## src/rtl/paddle_emu.sv

```systemverilog
// rtl/paddle_emu.sv - paddle emulation from a PS/2 mouse or an analog stick
// The mouse accumulates clamped deltas into saturating positions; any analog activity takes over.
module paddle_emu #(
  parameter int OUT_W      = 8,
  parameter int DELTA_MAX  = 10,
  parameter int SENS_SHIFT = 1,
  parameter int DEADZONE   = 0
) (
  input  logic             clk_sys,
  input  logic             reset_n,
  input  logic [24:0]      ps2_mouse,
  input  logic [15:0]      joya,
  input  logic [1:0]       joy_btn,
  input  logic             center,
  output logic [OUT_W-1:0] paddle_x,
  output logic [OUT_W-1:0] paddle_y,
  output logic [1:0]       btn,
  output logic             src_mouse,
  output logic             upd
);

  // Two extra bits so acc + delta can never overflow before saturation.
  localparam int DW = OUT_W + 2;
  localparam logic signed [DW-1:0] ACC_MAX = DW'((1 <<< (OUT_W - 1)) - 1);
  localparam logic signed [DW-1:0] ACC_MIN = -ACC_MAX - DW'(1);
  localparam logic signed [DW-1:0] DMAX    = DW'(DELTA_MAX);
  localparam logic [8:0]           DZ      = 9'(DEADZONE);

  typedef enum logic {ST_ANALOG, ST_MOUSE} state_t;

  state_t                 state;
  logic                   strobe_q;
  logic signed [OUT_W:0]  acc_x;
  logic signed [OUT_W:0]  acc_y;
  logic                   mouse_evt;
  logic                   analog_act;
  logic signed [DW-1:0]   delta_x;
  logic signed [DW-1:0]   delta_y;
  logic signed [OUT_W:0]  base_x;
  logic signed [OUT_W:0]  base_y;
  logic signed [OUT_W:0]  nxt_x;
  logic signed [OUT_W:0]  nxt_y;
  logic signed [OUT_W-1:0] ana_x;
  logic signed [OUT_W-1:0] ana_y;

  function automatic logic signed [DW-1:0] clamp_delta(input logic sign_b, input logic [7:0] mag);
    logic signed [8:0]    raw;
    logic signed [DW-1:0] d;
    raw = {sign_b, mag};
    d   = DW'(raw >>> SENS_SHIFT);
    if (d > DMAX)
      d = DMAX;
    else if (d < -DMAX)
      d = -DMAX;
    return d;
  endfunction

  function automatic logic signed [OUT_W:0] sat_add(input logic signed [OUT_W:0] base,
                                                     input logic signed [DW-1:0]  d);
    logic signed [DW-1:0] s;
    s = DW'(base) + d;
    if (s > ACC_MAX)
      s = ACC_MAX;
    else if (s < ACC_MIN)
      s = ACC_MIN;
    return s[OUT_W:0];
  endfunction

  // -128 must count as magnitude 128, hence the 9-bit magnitude.
  function automatic logic beyond_deadzone(input logic [7:0] v);
    logic [8:0] mag;
    mag = v[7] ? (9'd256 - {1'b0, v}) : {1'b0, v};
    return mag > DZ;
  endfunction

  assign mouse_evt  = ps2_mouse[24] ^ strobe_q;
  assign analog_act = beyond_deadzone(joya[7:0]) | beyond_deadzone(joya[15:8]);
  assign delta_x    = clamp_delta(ps2_mouse[4], ps2_mouse[15:8]);
  assign delta_y    = clamp_delta(ps2_mouse[5], ps2_mouse[23:16]);
  assign ana_x      = OUT_W'(signed'(joya[7:0])) <<< (OUT_W - 8);
  assign ana_y      = OUT_W'(signed'(joya[15:8])) <<< (OUT_W - 8);

  always_comb begin
    base_x = '0;
    base_y = '0;
    if (state == ST_MOUSE && !center) begin
      base_x = acc_x;
      base_y = acc_y;
    end
    nxt_x = mouse_evt ? sat_add(base_x, delta_x) : base_x;
    nxt_y = mouse_evt ? sat_add(base_y, delta_y) : base_y;
  end

  always_ff @(posedge clk_sys) begin
    if (!reset_n) begin
      state     <= ST_ANALOG;
      strobe_q  <= ps2_mouse[24];
      acc_x     <= '0;
      acc_y     <= '0;
      paddle_x  <= '0;
      paddle_y  <= '0;
      btn       <= 2'b00;
      src_mouse <= 1'b0;
      upd       <= 1'b0;
    end else begin
      strobe_q <= ps2_mouse[24];
      upd      <= 1'b0;
      if (analog_act) begin
        state     <= ST_ANALOG;
        acc_x     <= '0;
        acc_y     <= '0;
        paddle_x  <= ana_x;
        paddle_y  <= ana_y;
        btn       <= joy_btn;
        src_mouse <= 1'b0;
      end else if (state == ST_ANALOG && !mouse_evt) begin
        paddle_x  <= ana_x;
        paddle_y  <= ana_y;
        btn       <= joy_btn;
        src_mouse <= 1'b0;
      end else begin
        state     <= ST_MOUSE;
        acc_x     <= nxt_x;
        acc_y     <= nxt_y;
        paddle_x  <= nxt_x[OUT_W-1:0];
        paddle_y  <= nxt_y[OUT_W-1:0];
        btn       <= ps2_mouse[1:0];
        src_mouse <= 1'b1;
        upd       <= mouse_evt;
      end
    end
  end

endmodule

```

## config.mk

```make
export PLATFORM = sky130hd
export DESIGN_NAME = paddle_emu
export DESIGN_NICKNAME = d
export VERILOG_FILES = /design/src/rtl/paddle_emu.sv
export SDC_FILE = /design/constraint.sdc
export NUM_CORES = 1
export LEC_CHECK = 0
export CORE_ASPECT_RATIO = 1.25
export CORE_MARGIN = 2
export CORE_UTILIZATION = 55
export DETAILED_ROUTE_END_ITERATION = 10
export PLACE_DENSITY = 0.91
export SETUP_SLACK_MARGIN = 0.3
export SYNTH_ARGS = -nofsm -noshare
export SYNTH_HDL_FRONTEND = slang
export SYNTH_SLANG_ARGS = --single-unit
```

## constraint.sdc

```tcl
create_clock -name clk_sys -period 12.6 [get_ports clk_sys]
set_clock_uncertainty 0.2 [all_clocks]
set_input_delay 1.89 -clock clk_sys [delete_from_list [all_inputs] [get_ports clk_sys]]
set_output_delay 1.89 -clock clk_sys [all_outputs]
set_load 0.02 [all_outputs]
```

# Yosys cells after proc, flatten, opt, wreduce, memory -nomap -nowiden
# Index checks and enable logic that the tools add are counted.
[totals] register_bits=40 in_bits=46 out_inout_bits=20
[classes] mux=21 reduce_logical=6 bitwise_logic=4 magnitude_cmp=10 n_addsub=4
[op_table] operator="$mux 9" n=10
[op_table] operator="$mux 10" n=4
[op_table] operator="$mux 8" n=4
[op_table] operator="$add 9x10->10" n=2
[op_table] operator="$gt 10x8->1 const B" n=2
[op_table] operator="$lt 10x8->1 const B" n=2
[op_table] operator="$gt 9x1->1 const B" n=2
[op_table] operator="$sub 9x8->9 const A" n=2
[op_table] operator="$gt 8x5->1 const B" n=2
[op_table] operator="$lt 8x5->1 const B" n=2
[op_table] operator="$mux 2" n=2
[op_table] operator="$reduce_or 3->1" n=1
[op_table] operator="$logic_and 1x1->1" n=2
[op_table] operator="$logic_not 1->1" n=2
[op_table] operator="$not 1->1" n=2
[op_table] operator="$reduce_or 2->1" n=1
[op_table] operator="$mux 1" n=1
[op_table] operator="$or 1x1->1" n=1
[op_table] operator="$xor 1x1->1" n=1

# Depth between registers and ports, before layout
[depth] depth_word=10 depth_mapped=14 mapped_depth_nobuf=14

# Worst setup path before layout
# No wires, ideal clock.
[synth_path] kind="input-to-reg" start="input ps2_mouse[14]" end="register paddle_x[0]" path_buffers=0 t_arrival_ps=5004 setup_slack_ps=7273 stages=14 setup_ps=123 path_cell_list="nand4_1 > or2_2 > ha_1 > nor3b_1 > ha_1 > inv_1 > fa_1 > nand2b_1 > a211oi_2 > mux2i_1 > a2111oi_4 > o21ai_1 > a311oi_1 > o21ai_0"
[synth_via] elab_chain_len=10 word_cells_on_any_way=12 cone_classes="add/sub: 1; order compare: 4; mux: 7"
[synth_rtl] element="start, declared" line="11" text="input logic [24:0] ps2_mouse,"
[synth_rtl] element="$lt 8x5->1" line="53" text="else if (d < -DMAX)"
[synth_rtl] element="$mux 10" line="53"
[synth_rtl] element="$mux 10 *" line="51" text="if (d > DMAX)"
[synth_rtl] element="$add 9x10->10 *" line="61" text="s = DW'(base) + d;"
[synth_rtl] element="$lt 10x8->1" line="64" text="else if (s < ACC_MIN)"
[synth_rtl] element="$mux 9" line="64"
[synth_rtl] element="$mux 9 *" line="62" text="if (s > ACC_MAX)"
[synth_rtl] element="$mux 9 *" line="90" text="nxt_x = mouse_evt ? sat_add(base_x, delta_x) : base_x;"
[synth_rtl] element="$mux 8 *" line="116" text="end else if (state == ST_ANALOG && !mouse_evt) begin"
[synth_rtl] element="$mux 8 *" line="108" text="if (analog_act) begin"
[synth_rtl] element="end signal, assigned" line="112" text="paddle_x <= ana_x;"
[synth_rtl] element="end signal, assigned" line="117" text="paddle_x <= ana_x;"
[synth_rtl] element="end signal, assigned" line="125" text="paddle_x <= nxt_x[OUT_W-1:0];"
[synth_rtl] element="end, declared" line="15" text="output logic [OUT_W-1:0] paddle_x,"
# Mark *: on every way between the ends. The rest lies on a longest branch, timed or not.
# A chain may end at the register's enable or synchronous reset.

# Worst setup path after layout
[layout_path] start="input ps2_mouse[15]" end="register paddle_x[1]"
# The elaborated chain is that of the path after synthesis.

==> run metrics <==
run status=completed; area delta synth->final=25.6%; Startpoint Class=primary input; synth top area cells=dfxtp_1, ha_1, nand2_1; Hold Path End=acc_y[0]; initial antenna violation count=0; largest net degree at the start of global routing=27; share of layout cells above drive strength 1=0.0395; RSZ-0062 raised after global routing=no; die width=70.2 um; DP Worst Slack=6180 ps; diodes inserted=0; cell area after synthesis=3020 um2; Finished Layout Cells=520; Distinct cells, synth=54; Setup Total Neg Slack=0 ps; Chip Height=86.8 um; Vias/cell=6.14; Mean Syn Cell Area=7.64 um2; DR DRC count=0; top-area cell type share of the netlist area=0.265; fin crit period=6180 ps; EDFF count, synth=0; Cells after DPL=512; clk sinks=40; initial core utilization=0.562; RR Endpoint=paddle_x[1]; fmax=162 MHz; Bufs and invs on worst path=1; worst r2r path cells=13; Worst Hold Launch=acc_y[0]; VDD IR max=0.0475 mV; drt total wl=7950 um; clk root buf=clkbuf_8; P_leak=1.64 nW; Clock Tree Buf Depth=2; CTS Hold Bufs=0; global-route wire length before repair=12900 um; cts repair resizes=0; antenna-violating nets left=0; #FFs+latches synth=40; cell accounting for the most synthesized area=dfxtp_1; worst-margin pin slew=993 ps; WP data arrival=6180 ps; Via Count=3191; setup violators final=0; Clock Latency Late Sink=310 ps; worst rel slew slack=0.338; Crit Path Category=primary input to register; total track usage=0.261; DP Wirelength=6220 um; worst path cell trace=clkdlybuf4s50_1 > nand4_1 > or2_2 > ha_1 > or3_1 > ha_1 > a211oi_1 > o21ai_0 > a22oi_1 > o21ai_1 > a311oi_1 > o21ai_0; cells after synthesis=395; CP top delay family=compound AO/OA/AOI/OAI gates; reg2reg setup slack=8610 ps; die area=6100 um2; Nets=525; fin crit share=0.491; DR iter-0 viols=195; Yosys Warn Count=0; hold_ws=248 ps; Placement Cell Area=3670 um2; drt pass-1 iters=4; R2R Path Start=state; Post-CTS Setup Bufs=0; GP Congestion=0.839; num rows=30; core area=5370 um2; hold path depth=2; PnR Total Power=0.323 mW; Clk pin slew, worst setup/hold paths=80 ps; Hold WC Path Type=register to register; Overflow after GRT=0; routed length per instance=15.3 um; Final WS setup=6420 ps; Core Util, Final=0.706; max incr delay on CP=820 ps; Power Density=85.1 nW/um2; Fin. Hold Viols=0; slowest stage cell on the critical path=a22oi_1; CP Max Fanout=15; most numerous cell in the Yosys netlist=nand2_1; H-tree Lvls=2; Port Buffers=59; Worst Path Required=12590 ps; max-slew violation count=0; post-synthesis sequential area ratio=0.265; Critical Path Start=ps2_mouse[15]; Worst Setup End Kind=register; Max-cap violations=0; Top-Level Pins=66; Synth async-reset ratio=0; vias in the first global route=3067; Net Count, Synth=465; CTS Buf Count=5; Most used DFF post-synth=dfxtp_1; design area=3790 um2; CTS tree=done; synth cell count leaders=nand2_1, dfxtp_1, nor2_1
## registers in the layout (all words and copies together), names as in the netlist
name       flops
strobe_q       1
acc_y          9
state          1
btn            2
paddle_y       8
acc_x          9
paddle_x       8
upd            1
src_mouse      1
## layout make-up
| class | count | area (um2) |
|---|---|---|
| Clock inverter | 2 | 38.8 |
| Sequential cell | 40 | 801 |
| Multi-Input combinational cell | 321 | 2080 |
| Clock buffer | 6 | 82.6 |
| Timing Repair Buffer | 61 | 606 |
| Inverter | 26 | 97.6 |
| Fill cell | 428 | 1580 |
| Tap cell | 64 | 80.1 |
## placed cells by master, fill, tap and decap left out, types with 4 or more instances in the layout
cell type and n:
a2111oi_0 4, a211oi_1 5, a21o_1 11, a21oi_1 29, a22o_1 7, and2_1 18, clkbuf_8 6, clkdlybuf4s50_1 59
dfxtp_1 40, ha_1 22, inv_1 26, nand2_1 49, nand2b_1 11, nand4_1 4, nor2_1 36, nor2b_1 6
nor3_1 5, nor3b_1 5, nor4_1 5, o21ai_0 35, o221ai_1 6, or3_1 6, xnor2_1 6
## per-layer routing
metal	vias up	global-route usage	part of all wire
li1	1562	-	-
met1	1502	0.255	0.39
met2	104	0.521	0.54
met3	23	0.0477	0.042
met4	0	0.117	0.028
met5	-	0	0
## worst max path at each step
stage / slack [ps] / to / cells past startpoint
after floorplan: 7270 / paddle_x[0] / 14
after global placement: 6270 / paddle_x[1] / 12
after detailed placement: 6180 / paddle_x[1] / 12
after CTS: 6490 / paddle_x[1] / 12
after global routing: 6090 / paddle_x[1] / 15
final: 6420 / paddle_x[1] / 12
## worst register-to-register path: cells and delay by family (launching register included)
family                     cells  cell delay, ps
AOI/OAI and AO/OA              5            1640
adders and majority gates      2             610
buffers and inverters          2             310
DFF                            1             410
muxes                          1             130
and+or+nand+nor                3             550
## where the power goes
part | internal (mW) | switching (mW) | total (mW) | leakage [nW]
logic | 0.0357 | 0.0428 | 0.0785 | 1.25
clock network | 0.0648 | 0.0488 | 0.114 | 0.0614
registers | 0.130 | 0.000985 | 0.131 | 0.328
total | 0.230 | 0.0926 | 0.323 | 1.64
## cell families (layout without fill, tap and decap cells)
family / count (synthesis) / in the layout / synth area share
AO/OA/AOI/OAI: 125 / 125 / 0.280
AND/OR/NAND/NOR: 162 / 162 / 0.277
multiplexers: 1 / 1 / 0.00332
flip-flops: 40 / 40 / 0.265
buffers and inverters: 34 / 95 / 0.0436
XOR/XNOR: 9 / 9 / 0.0261
adder cells (fa/ha/maj): 24 / 24 / 0.105
Power figures use the tool's default switching activity.
